--- src/rtl/univ_shift_reg_pkg.sv ---
// ---------------------------------------------------------------------------
// usr_pkg
// Shared definitions for the universal shift register slice.
//   mode_t     : 3-bit operation select
//   MODE_*     : operation encodings applied on an enabled rising edge
// Optional build macro used elsewhere in the slice: UNIV_SHIFT_REG_PARITY_EN
// ---------------------------------------------------------------------------
package usr_pkg;

    typedef logic [2:0] mode_t;

    localparam mode_t MODE_HOLD = 3'b000;
    localparam mode_t MODE_LOAD = 3'b001;
    localparam mode_t MODE_SHL  = 3'b010;
    localparam mode_t MODE_SHR  = 3'b011;
    localparam mode_t MODE_ROL  = 3'b100;
    localparam mode_t MODE_ROR  = 3'b101;
    localparam mode_t MODE_CLR  = 3'b110;
    localparam mode_t MODE_RSVD = 3'b111;

endpackage : usr_pkg

--- src/rtl/univ_shift_reg_if.sv ---
// ---------------------------------------------------------------------------
// univ_shift_reg_if
// Bundles the control/data signals of univ_shift_reg.
//   enable, mode, D, sin_l, sin_r : driven by the master (stimulus side)
//   Q, sout, shift_cnt, done      : driven by the slave (the register)
//   parity                        : present only with UNIV_SHIFT_REG_PARITY_EN
// Modports: master (drives controls), slave (the register itself).
// ---------------------------------------------------------------------------
interface univ_shift_reg_if
    import usr_pkg::*;
#(
    parameter int WIDTH = 8
);
    localparam int CW = $clog2(WIDTH + 1);

    logic             enable;
    mode_t            mode;
    logic [WIDTH-1:0] D;
    logic             sin_l;
    logic             sin_r;
    logic [WIDTH-1:0] Q;
    logic             sout;
    logic [CW-1:0]    shift_cnt;
    logic             done;
`ifdef UNIV_SHIFT_REG_PARITY_EN
    logic             parity;
`endif

    modport master (
        output enable, mode, D, sin_l, sin_r,
        input  Q, sout, shift_cnt, done
`ifdef UNIV_SHIFT_REG_PARITY_EN
        , input parity
`endif
    );

    modport slave (
        input  enable, mode, D, sin_l, sin_r,
        output Q, sout, shift_cnt, done
`ifdef UNIV_SHIFT_REG_PARITY_EN
        , output parity
`endif
    );

endinterface : univ_shift_reg_if

--- src/rtl/univ_shift_reg_shift_counter.sv ---
// ---------------------------------------------------------------------------
// shift_counter
// CW-bit counter of shift/rotate edges, saturating at WIDTH, plus a
// registered one-cycle done pulse on the WIDTH-1 -> WIDTH transition.
//   clock, reset : rising-edge clock, async active-low reset
//   enable       : clock enable; when low the count holds and done drops
//   inc          : a shift/rotate happens on this edge
//   clr          : LOAD/CLEAR on this edge; wins over inc and re-arms done
//   shift_cnt    : current count
//   done         : pulse, high for the cycle after the count hits WIDTH
// ---------------------------------------------------------------------------
module shift_counter #(
    parameter int WIDTH = 8,
    parameter int CW    = $clog2(WIDTH + 1)
) (
    input  logic          clock,
    input  logic          reset,
    input  logic          enable,
    input  logic          inc,
    input  logic          clr,
    output logic [CW-1:0] shift_cnt,
    output logic          done
);
    localparam logic [CW-1:0] CNT_MAX = CW'(WIDTH);

    logic [CW-1:0] cnt_q, cnt_d;
    logic          done_q, done_d;

    always_comb begin
        cnt_d  = cnt_q;
        done_d = 1'b0;
        if (enable) begin
            if (clr) begin
                cnt_d = '0;
            end else if (inc && (cnt_q != CNT_MAX)) begin
                cnt_d  = cnt_q + 1'b1;
                // Only the step into saturation fires; saturated shifts skip this branch.
                done_d = (cnt_q == CNT_MAX - 1'b1);
            end
        end
    end

    always_ff @(posedge clock or negedge reset) begin
        if (!reset) begin
            cnt_q  <= '0;
            done_q <= 1'b0;
        end else begin
            cnt_q  <= cnt_d;
            done_q <= done_d;
        end
    end

    assign shift_cnt = cnt_q;
    assign done      = done_q;

endmodule : shift_counter

--- src/rtl/univ_shift_reg.sv ---
// ---------------------------------------------------------------------------
// univ_shift_reg
// WIDTH-bit universal register: hold, load, shift left/right, rotate
// left/right, clear, with clock enable, shift counter and done pulse.
//   clock : rising-edge clock
//   reset : asynchronous active-low reset, clears all state
//   bus   : univ_shift_reg_if.slave
//           enable, mode, D, sin_l, sin_r in; Q, sout, shift_cnt, done out
// Build macro UNIV_SHIFT_REG_PARITY_EN adds registered bus.parity = ^Q.
// All outputs come straight from flops.
// ---------------------------------------------------------------------------
module univ_shift_reg
    import usr_pkg::*;
#(
    parameter int WIDTH = 8
) (
    input  logic              clock,
    input  logic              reset,
    univ_shift_reg_if.slave   bus
);
    localparam int CW = $clog2(WIDTH + 1);

    logic [WIDTH-1:0] q_q, q_d;
    logic             sout_q, sout_d;
    logic             cnt_inc;
    logic             cnt_clr;

    always_comb begin
        q_d     = q_q;
        sout_d  = sout_q;
        cnt_inc = 1'b0;
        cnt_clr = 1'b0;
        if (bus.enable) begin
            case (bus.mode)
                MODE_LOAD: begin
                    q_d     = bus.D;
                    cnt_clr = 1'b1;
                end
                MODE_SHL: begin
                    q_d     = {q_q[WIDTH-2:0], bus.sin_l};
                    sout_d  = q_q[WIDTH-1];
                    cnt_inc = 1'b1;
                end
                MODE_SHR: begin
                    q_d     = {bus.sin_r, q_q[WIDTH-1:1]};
                    sout_d  = q_q[0];
                    cnt_inc = 1'b1;
                end
                MODE_ROL: begin
                    q_d     = {q_q[WIDTH-2:0], q_q[WIDTH-1]};
                    sout_d  = q_q[WIDTH-1];
                    cnt_inc = 1'b1;
                end
                MODE_ROR: begin
                    q_d     = {q_q[0], q_q[WIDTH-1:1]};
                    sout_d  = q_q[0];
                    cnt_inc = 1'b1;
                end
                MODE_CLR: begin
                    q_d     = '0;
                    sout_d  = 1'b0;
                    cnt_clr = 1'b1;
                end
                default: ; // HOLD and the reserved code leave everything as is
            endcase
        end
    end

    always_ff @(posedge clock or negedge reset) begin
        if (!reset) begin
            q_q    <= '0;
            sout_q <= 1'b0;
        end else begin
            q_q    <= q_d;
            sout_q <= sout_d;
        end
    end

    shift_counter #(
        .WIDTH (WIDTH),
        .CW    (CW)
    ) u_shift_counter (
        .clock     (clock),
        .reset     (reset),
        .enable    (bus.enable),
        .inc       (cnt_inc),
        .clr       (cnt_clr),
        .shift_cnt (bus.shift_cnt),
        .done      (bus.done)
    );

    assign bus.Q    = q_q;
    assign bus.sout = sout_q;

`ifdef UNIV_SHIFT_REG_PARITY_EN
    logic parity_q, parity_d;

    // Parity of the value being written this edge, so it lines up with Q.
    always_comb begin
        parity_d = parity_q;
        if (bus.enable) begin
            parity_d = ^q_d;
        end
    end

    always_ff @(posedge clock or negedge reset) begin
        if (!reset) begin
            parity_q <= 1'b0;
        end else begin
            parity_q <= parity_d;
        end
    end

    assign bus.parity = parity_q;
`endif

endmodule : univ_shift_reg

--- src/flat_wrapper.sv ---
// flat-port wrapper written by rule: the top's interface ports become plain ports
module univ_shift_reg_flat import usr_pkg::*;
#(
    parameter int WIDTH = 8
)
  (clock, reset, bus_enable, bus_mode, bus_D, bus_sin_l, bus_sin_r, bus_Q, bus_sout, bus_shift_cnt, bus_done);
  univ_shift_reg_if #(.WIDTH(WIDTH)) bus_i ();
  input  logic clock;
  input  logic reset;
  input wire logic [$bits(bus_i.enable)-1:0] bus_enable;
  input wire logic [$bits(bus_i.mode)-1:0] bus_mode;
  input wire logic [$bits(bus_i.D)-1:0] bus_D;
  input wire logic [$bits(bus_i.sin_l)-1:0] bus_sin_l;
  input wire logic [$bits(bus_i.sin_r)-1:0] bus_sin_r;
  output wire logic [$bits(bus_i.Q)-1:0] bus_Q;
  output wire logic [$bits(bus_i.sout)-1:0] bus_sout;
  output wire logic [$bits(bus_i.shift_cnt)-1:0] bus_shift_cnt;
  output wire logic [$bits(bus_i.done)-1:0] bus_done;
  assign bus_i.enable = bus_enable;
  assign bus_i.mode = bus_mode;
  assign bus_i.D = bus_D;
  assign bus_i.sin_l = bus_sin_l;
  assign bus_i.sin_r = bus_sin_r;
  assign bus_Q = bus_i.Q;
  assign bus_sout = bus_i.sout;
  assign bus_shift_cnt = bus_i.shift_cnt;
  assign bus_done = bus_i.done;
  univ_shift_reg #(.WIDTH(WIDTH)) u_core (.clock(clock), .reset(reset), .bus(bus_i));
endmodule
--- config.mk ---
export PLATFORM = sky130hd
export DESIGN_NAME = univ_shift_reg_flat
export DESIGN_NICKNAME = d
export VERILOG_FILES = /design/src/rtl/univ_shift_reg_pkg.sv /design/src/rtl/univ_shift_reg_if.sv /design/src/rtl/univ_shift_reg_shift_counter.sv /design/src/rtl/univ_shift_reg.sv /design/src/flat_wrapper.sv
export SDC_FILE = /design/constraint.sdc
export NUM_CORES = 1
export LEC_CHECK = 0
export CORE_MARGIN = 1
export CORE_UTILIZATION = 47
export CTS_BUF_LIST = sky130_fd_sc_hd__clkbuf_8
export CTS_CLUSTER_DIAMETER = 100
export DETAILED_ROUTE_END_ITERATION = 16
export HOLD_SLACK_MARGIN = 0.05
export PLACE_DENSITY = 0.81
export SLEW_MARGIN = 20
export SYNTH_ARGS = -nofsm -noshare
export SYNTH_HDL_FRONTEND = slang
export SYNTH_SLANG_ARGS = --single-unit
export TNS_END_PERCENT = 1
--- constraint.sdc ---
create_clock -name clock -period 1.55 [get_ports clock]
set_input_delay 0.3875 -clock clock [delete_from_list [all_inputs] [get_ports clock]]
set_output_delay 0.3875 -clock clock [all_outputs]
set_load 0.01 [all_outputs]
; Word level (Yosys, flattened, before mapping)
; Index checks and enable logic that the tools add are counted.
[totals]
ff_bits = 14
output_inout_bits = 14
elab_cells = 35
[op_classes]
n_addsub = 1
eq_ne = 8
mux = 11
n_reduce_logical = 11
[op_table]
columns = operator, count
row1 = $pmux W8 S6, 1
row2 = $eq A3 B3 Y1 const B, 3
row3 = $mux W4, 2
row4 = $mux W1, 7
row5 = $eq A3 B2 Y1 const B, 2
row6 = $reduce_and A2 Y1, 3
row7 = $reduce_bool A6 Y1, 1
row8 = $reduce_or A2 Y1, 3
row9 = $add A4 B1 Y4 const B, 1
row10 = $eq A4 B3 Y1 const B, 1
row11 = $ne A4 B4 Y1 const B, 1
row12 = $reduce_or A4 Y1, 1
row13 = $eq A3 B1 Y1 const B, 1
row14 = $pmux W1 S3, 1
row15 = $reduce_bool A3 Y1, 1
row16 = $reduce_bool A2 Y1, 1
row17 = $logic_and A1 B1 Y1, 1

; Longest topological paths before layout
[depth]
word_depth = 8
mapped_depth = 6
ltp_nobuf = 6

; Modules after synthesis
; A second synthesis with hierarchy kept.
[hier_totals]
hier_cells = 109
hier_area_um2 = 993.5
[by_module_without_submodules]
columns = mod, instances, cells_per_inst, area_each_um2, seq_area_each_um2
row1 = univ_shift_reg, 1, 80, 708.2, 225.2
row2 = shift_counter, 1, 29, 285.3, 125.1

; Least setup slack after synthesis
; OpenSTA, ideal clock, no wires.
[synth_path]
kind = input port to flip-flop
start = input port bus_mode[0]
end = register u_core.sout_q, in the netlist u_core.bus.sout
setup_time_ns = 0.126
t_arrival_ns = 1.240
setup_slack_ns = 0.184
path_stages = 5
path_buffers = 1
path_cell_list = buf_4 mux2_2 nand2_1 o21ai_0 a221o_1
[synth_between]
elab_chain_cells = 4
[synth_lines]
columns = element, line
row1 = from (decl), flat_wrapper.sv:11  ; input wire logic [$bits(bus_i.mode)-1:0] bus_mode;
row2 = $eq A3 B2 Y1 or $eq A3 B3 Y1 (tied branches), univ_shift_reg.sv:34  ; case (bus.mode)
row3 = $reduce_or A2 Y1 (no source line), -
row4 = $reduce_bool A3 Y1 (no source line), -
row5 = $reduce_and A2 Y1 (no source line), -
row6 = to (signal assigned), univ_shift_reg.sv:75  ; sout_q <= sout_d;
row7 = to (decl), univ_shift_reg.sv:24  ; logic sout_q, sout_d;
; Parallel ways exist; a longest one is shown, timed or not.
; A chain may end at the register's enable or synchronous reset.

; Worst setup path in the final report
[layout_path]
start = register u_core.u_shift_counter.cnt_q[0], in the netlist u_core.u_shift_counter.shift_cnt[0]
end = register u_core.u_shift_counter.cnt_q[1], in the netlist u_core.u_shift_counter.shift_cnt[1]
[layout_between]
elab_chain_cells = 4
[layout_lines]
columns = element, line
row1 = from (decl), univ_shift_reg_shift_counter.sv:26  ; logic [CW-1:0] cnt_q, cnt_d;
row2 = from (signal assigned), univ_shift_reg_shift_counter.sv:48  ; cnt_q <= cnt_d;
row3 = branches (longest 4 deep; another with $add A4 B1 Y4), -
; Parallel ways; which one is timed is not known. The select of a mux whose other input is x is not followed.

==> out/results.tsv <==
stage	metric	value	unit
yosys	netlist_instances	102	
power	total_power	1.49	mW
critical_path	worst-endpoint-required	1.68	ns
timing	rsz0062_at_grt	no	
clock_network	cts_buffers	3	
critical_path	cp_common_cell	nand3b_1	
grt	antenna_found_initial	0	
critical_path	startpoint	u_core.u_shift_counter.shift_cnt[0]	
layout	n_antenna_cell	0	
floorplan	die_h	47.1	µm
clock_network	clock_latency	0.25	ns
place	place_ws	-0.348	ns
drt	drc	0	
layout	area_growth	46.4	%
floorplan	fp.dieW	47.1	µm
critical_path	rr_startpoint	u_core.u_shift_counter.shift_cnt[0]	
drt	viasPerCell	5.47	
timing	worst_hold_slack	0.454	ns
drt	wirelength	2.49	mm
timing	hold_violations	0	
clock_network	cts_tree	built	
clock_network	cts.clk_slew.worst_paths	0.06	ns
yosys	syn_nets	120	
drt	final_antenna_net_count	0	
clock_network	cts_root_buffer	clkbuf_8	
layout	drive_gt1_frac	0.179	
timing	timing.final.crit_share	0.955	
place	portBuffers	29	
critical_path	end_kind	flop	
yosys	avgSynthCellArea	9.36	µm²
timing	tns	0	ns
clock_network	cts-hold-fix-buffers	0	
drt	dr.pass1.iters	4	
clock_network	cts_buffer_depth	2	
yosys	synth.area.top_cells	dfrtp_1 37%, mux2i_1 12%, nor2_1 9.4%	
place	gp_congestion	0.805	
grt	overflow	0	
clock_network	clock-sinks	14	
timing	slew_headroom	0.802	
critical_path	critical_path.startpoint_type	flop	
timing	max_clock_freq	676	MHz
yosys	yosysTopAreaCell	dfrtp_1	
yosys	yosysSeqAreaShare	0.367	
floorplan	dieArea	2220	µm²
run	cap_violations	0	
power	p_leak	0.654	nW
place	dp_hpwl	1.82	mm
timing	setup_viol	0	
critical_path	crit_arrival	1.61	ns
timing	fin_worst_skew	0.00513	ns
floorplan	core_area	1820	µm²
critical_path	critPathMaxStageDelay	0.40	ns
drt	wl_per_cell	14.6	µm
critical_path	crit_type	flop to flop	
worst_hold_path	hold_path.class	primary input to async pin	
drt	vias	930	
grt	grt_max_degree	17	
power	powerDensity	1070	nW/µm²
floorplan	start_util	0.524	
yosys	yosysUniqueCellTypes	26	
yosys	synth_top_area_share	0.367	
drt	drtIter0Drc	17	
status	status	finished, final reports clean	
power	ir_worst_vdd	0.880	mV
yosys	syn_area	955	µm²
yosys	ys_warn_count	0	
yosys	ys_ff_latch	14	
grt	grt_first_pass_wirelength	3.99	mm
timing	layout_setup_ws	0.0703	ns
timing	worst_pin_slew	0.296	ns
layout	nets	164	
floorplan	pin_count	30	
clock_network	htreeDepth	1	
grt	grt_pass1_vias	924	
timing	post-route-min-period	1.48	ns
timing	slew_viol_final	0	
critical_path	cp_cell_sequence	inv_1, ha_1, nand3b_1, nand3b_1, mux2i_1, nor2_1	
critical_path	critPathMaxFanout	3	
floorplan	rows	15	
critical_path	cpMaxStageDelayCell	dfrtp_1	
grt	grt_use_total	0.262	
## layer usage
metal  wire, µm  track usage  part of all wire  up-vias
met5          0            0                 0        -
met4         71        0.109             0.029        0
met1       1040        0.305              0.42      445
met2       1270        0.450              0.51       33
li1           -            -                 -      442
met3        106       0.0769             0.043       10
## cell usage in the layout (no fill, tap or decap), drive strengths merged, types with 2 or more instances in the layout
cell type / n
nor2: 24
a21oi: 15
dlygate4sd2: 15
buf: 15
dfrtp: 14
clkdlybuf4s50: 13
mux2i: 11
clkbuf: 4
inv: 3
nand3b: 3
nand2b: 3
o21ai: 3
nand3: 3
xnor2: 3
nand2: 2
a211oi: 2
ha: 2
nor4: 2
## cell usage after synthesis, drive strengths merged
cell type,n
nand3,3
nand2,2
o21ai,3
mux2i,11
nand2b,3
nand4b,1
nor2,24
nand3b,3
dfrtp,14
a211oi,2
buf,5
nor4,2
xnor2,3
xor2,1
and2,1
ha,2
a21oi,15
nor3,1
inv,3
mux2,1
a221o,1
nor3b,1
## path summary, 6_finish.rpt
| kind | end | slack, ns | depth (start not counted) |
|---|---|---|---|
| setup / recovery | u_core.u_shift_counter.shift_cnt[1] | 0.07 | 6 |
| hold / removal | u_core.u_shift_counter.shift_cnt[2] | 0.45 | 2 |
| setup reg to reg | u_core.u_shift_counter.shift_cnt[1] | 0.07 | 6 |
| hold reg to reg | u_core.u_shift_counter.done | 0.51 | 1 |
| max in group asynchronous | u_core.bus.Q[4] | 0.92 | 2 |
| min in group clock | u_core.u_shift_counter.done | 0.51 | 1 |
## logic make-up (layout without fill, tap and decap cells)
logic type | after synthesis | in the layout | share of synthesized area
simple gates | 41 | 41 | 0.258
compound gates | 21 | 21 | 0.121
flops | 14 | 14 | 0.367
mux | 12 | 12 | 0.127
buf+inv | 8 | 51 | 0.0563
xor+xnor | 4 | 4 | 0.0446
fa+ha+maj | 2 | 2 | 0.0262
## worst max-delay path, delay by kind of cell (launching register included)
family / cells / cell delay (ns)
flops: 1 / 0.40
fa+ha+maj: 1 / 0.18
buf+inv: 1 / 0.17
simple gates: 3 / 0.41
mux: 1 / 0.21
## layout make-up
cell class / instances / area (µm²)
Fill cell: 144 / 423
Tap cell: 25 / 31.3
Timing Repair Buffer: 44 / 399
Clock buffer: 4 / 55.1
Multi-Input combinational cell: 80 / 551
Sequential cell: 14 / 350
Inverter: 3 / 11.3
## report_power, final
part           internal, mW  switching (mW)
logic                 0.292           0.301
clock network         0.225           0.137
registers             0.448          0.0893
## registers in the layout (all words and copies together) (netlist names)
name,flops
u_core.bus.Q,8
u_core.u_shift_counter.shift_cnt,4
u_core.bus.sout,1
u_core.u_shift_counter.done,1
## repair_timing
item	4_1_cts	5_1_grt
gates resized for setup	15	1
setup endpoints to repair	23	1
pin swaps	1	0
buffers inserted	1	0
## per-stage QoR
| stage | utilization | cell area, µm² | cells |
|---|---|---|---|
| after global placement | 0.742 | 1350 | 165 |
| after CTS | 0.766 | 1400 | 170 |
| after global routing | 0.768 | 1400 | 170 |
| final | 0.768 | 1400 | 170 |
| after floorplan | - | 955 | 102 |
| after detailed placement | 0.742 | 1350 | 165 |
No activity file was read; power rests on OpenSTA's default activity.
==> RTL change, RTL diff (same settings) <==
`q_q` no longer has a reset.
--- a/src/rtl/univ_shift_reg.sv
+++ b/src/rtl/univ_shift_reg.sv
@@ -68,12 +68,14 @@
 
     always_ff @(posedge clock or negedge reset) begin
         if (!reset) begin
-            q_q    <= '0;
             sout_q <= 1'b0;
         end else begin
-            q_q    <= q_d;
             sout_q <= sout_d;
         end
+    end
+
+    always_ff @(posedge clock) begin
+        q_q <= q_d;
     end
 
     shift_counter #(
Check against the original RTL: not equivalent (a bounded check fails within 4 cycles, from zero or initial values and one cycle with reset low).
==> RTL change against the unedited design <==
Count of clock-buffer cells in the layout did not move. Area after synthesis fell by 7.3%. Sequential cell count did not move. Largest power group is now registers. Clock skew fell by 0.0030 ns. Power fell by 8.6%. Die area fell by 7.0%. Worst setup slack got worse by 0.066 ns. Cell area fell by 4.7%. Routed wire length fell by 15%.
==> RTL change: results <==
{
  "status": "completed",
  "final-clk-cell-share": 0.0414,
  "synthFlopType": "sky130_fd_sc_hd__edfxtp_1",
  "worst_hold_slack_ns": 0.383,
  "post_synth.cell_area_avg_um2": 10.7,
  "post_synth_main_area_contributors": "sky130_fd_sc_hd__edfxtp_1 (27%), sky130_fd_sc_hd__dfrtp_1 (17%), sky130_fd_sc_hd__mux2i_1 (12%), sky130_fd_sc_hd__o2bb2ai_1 (5.9%), sky130_fd_sc_hd__nand3_1 (3.4%)",
  "regToRegEndpoint": "u_core.u_shift_counter.shift_cnt[0]",
  "numPlacedInstances": 141,
  "wl_met2_um": 989,
  "globalRouteMet2Util": 0.340,
  "ys_seq_area_frac": 0.441,
  "peak_per_stage_delay_on_the_critical_path_ns": 0.44,
  "ys_types": 31,
  "final.setup_skew_ns": 0.00209,
  "ir_drop_mv": 0.885,
  "mappedNetlistNets": 101,
  "area.sequential_um2": 390,
  "seq_cells": 14,
  "cp-startpoint": "bus_mode[1]",
  "cts-resized-gates": 9,
  "path_max_fanout": 10,
  "met3_length_um": 129,
  "worst_case_setup_slack_after_placement_ns": -0.271,
  "initialDrtViolationCount": 16,
  "area.share.sequential": 0.293,
  "grt_pass1_vias": 732
}
[RTL change: cell count changes after synthesis, moves of 3 or more]
cell	change
sky130_fd_sc_hd__o2bb2ai_1	+6
sky130_fd_sc_hd__a21o_1	+4
sky130_fd_sc_hd__a21oi_1	-13
sky130_fd_sc_hd__dfrtp_1	-8
sky130_fd_sc_hd__nor2_1	-21
sky130_fd_sc_hd__edfxtp_1	+8
sky130_fd_sc_hd__nand3_1	+3
[RTL change: logic make-up (layout without fill, tap and decap cells)]
family,Yosys count,in the layout,share of synthesized area
simple gates,23,23,0.147
compound gates,22,22,0.180
flops,14,14,0.441
mux,11,11,0.124
buf+inv,9,47,0.0509
fa+ha+maj,2,2,0.0283
xor+xnor,2,2,0.0283
[RTL change: power groups by stage]
stage | Combinational, uW | Sequential, uW | Clock, uW
after global routing | 532 | 543 | 375
after global placement | 455 | 548 | 0
after detailed placement | 470 | 552 | 0
final | 479 | 532 | 354
after floorplan | 202 | 571 | 0
after CTS | 479 | 532 | 361
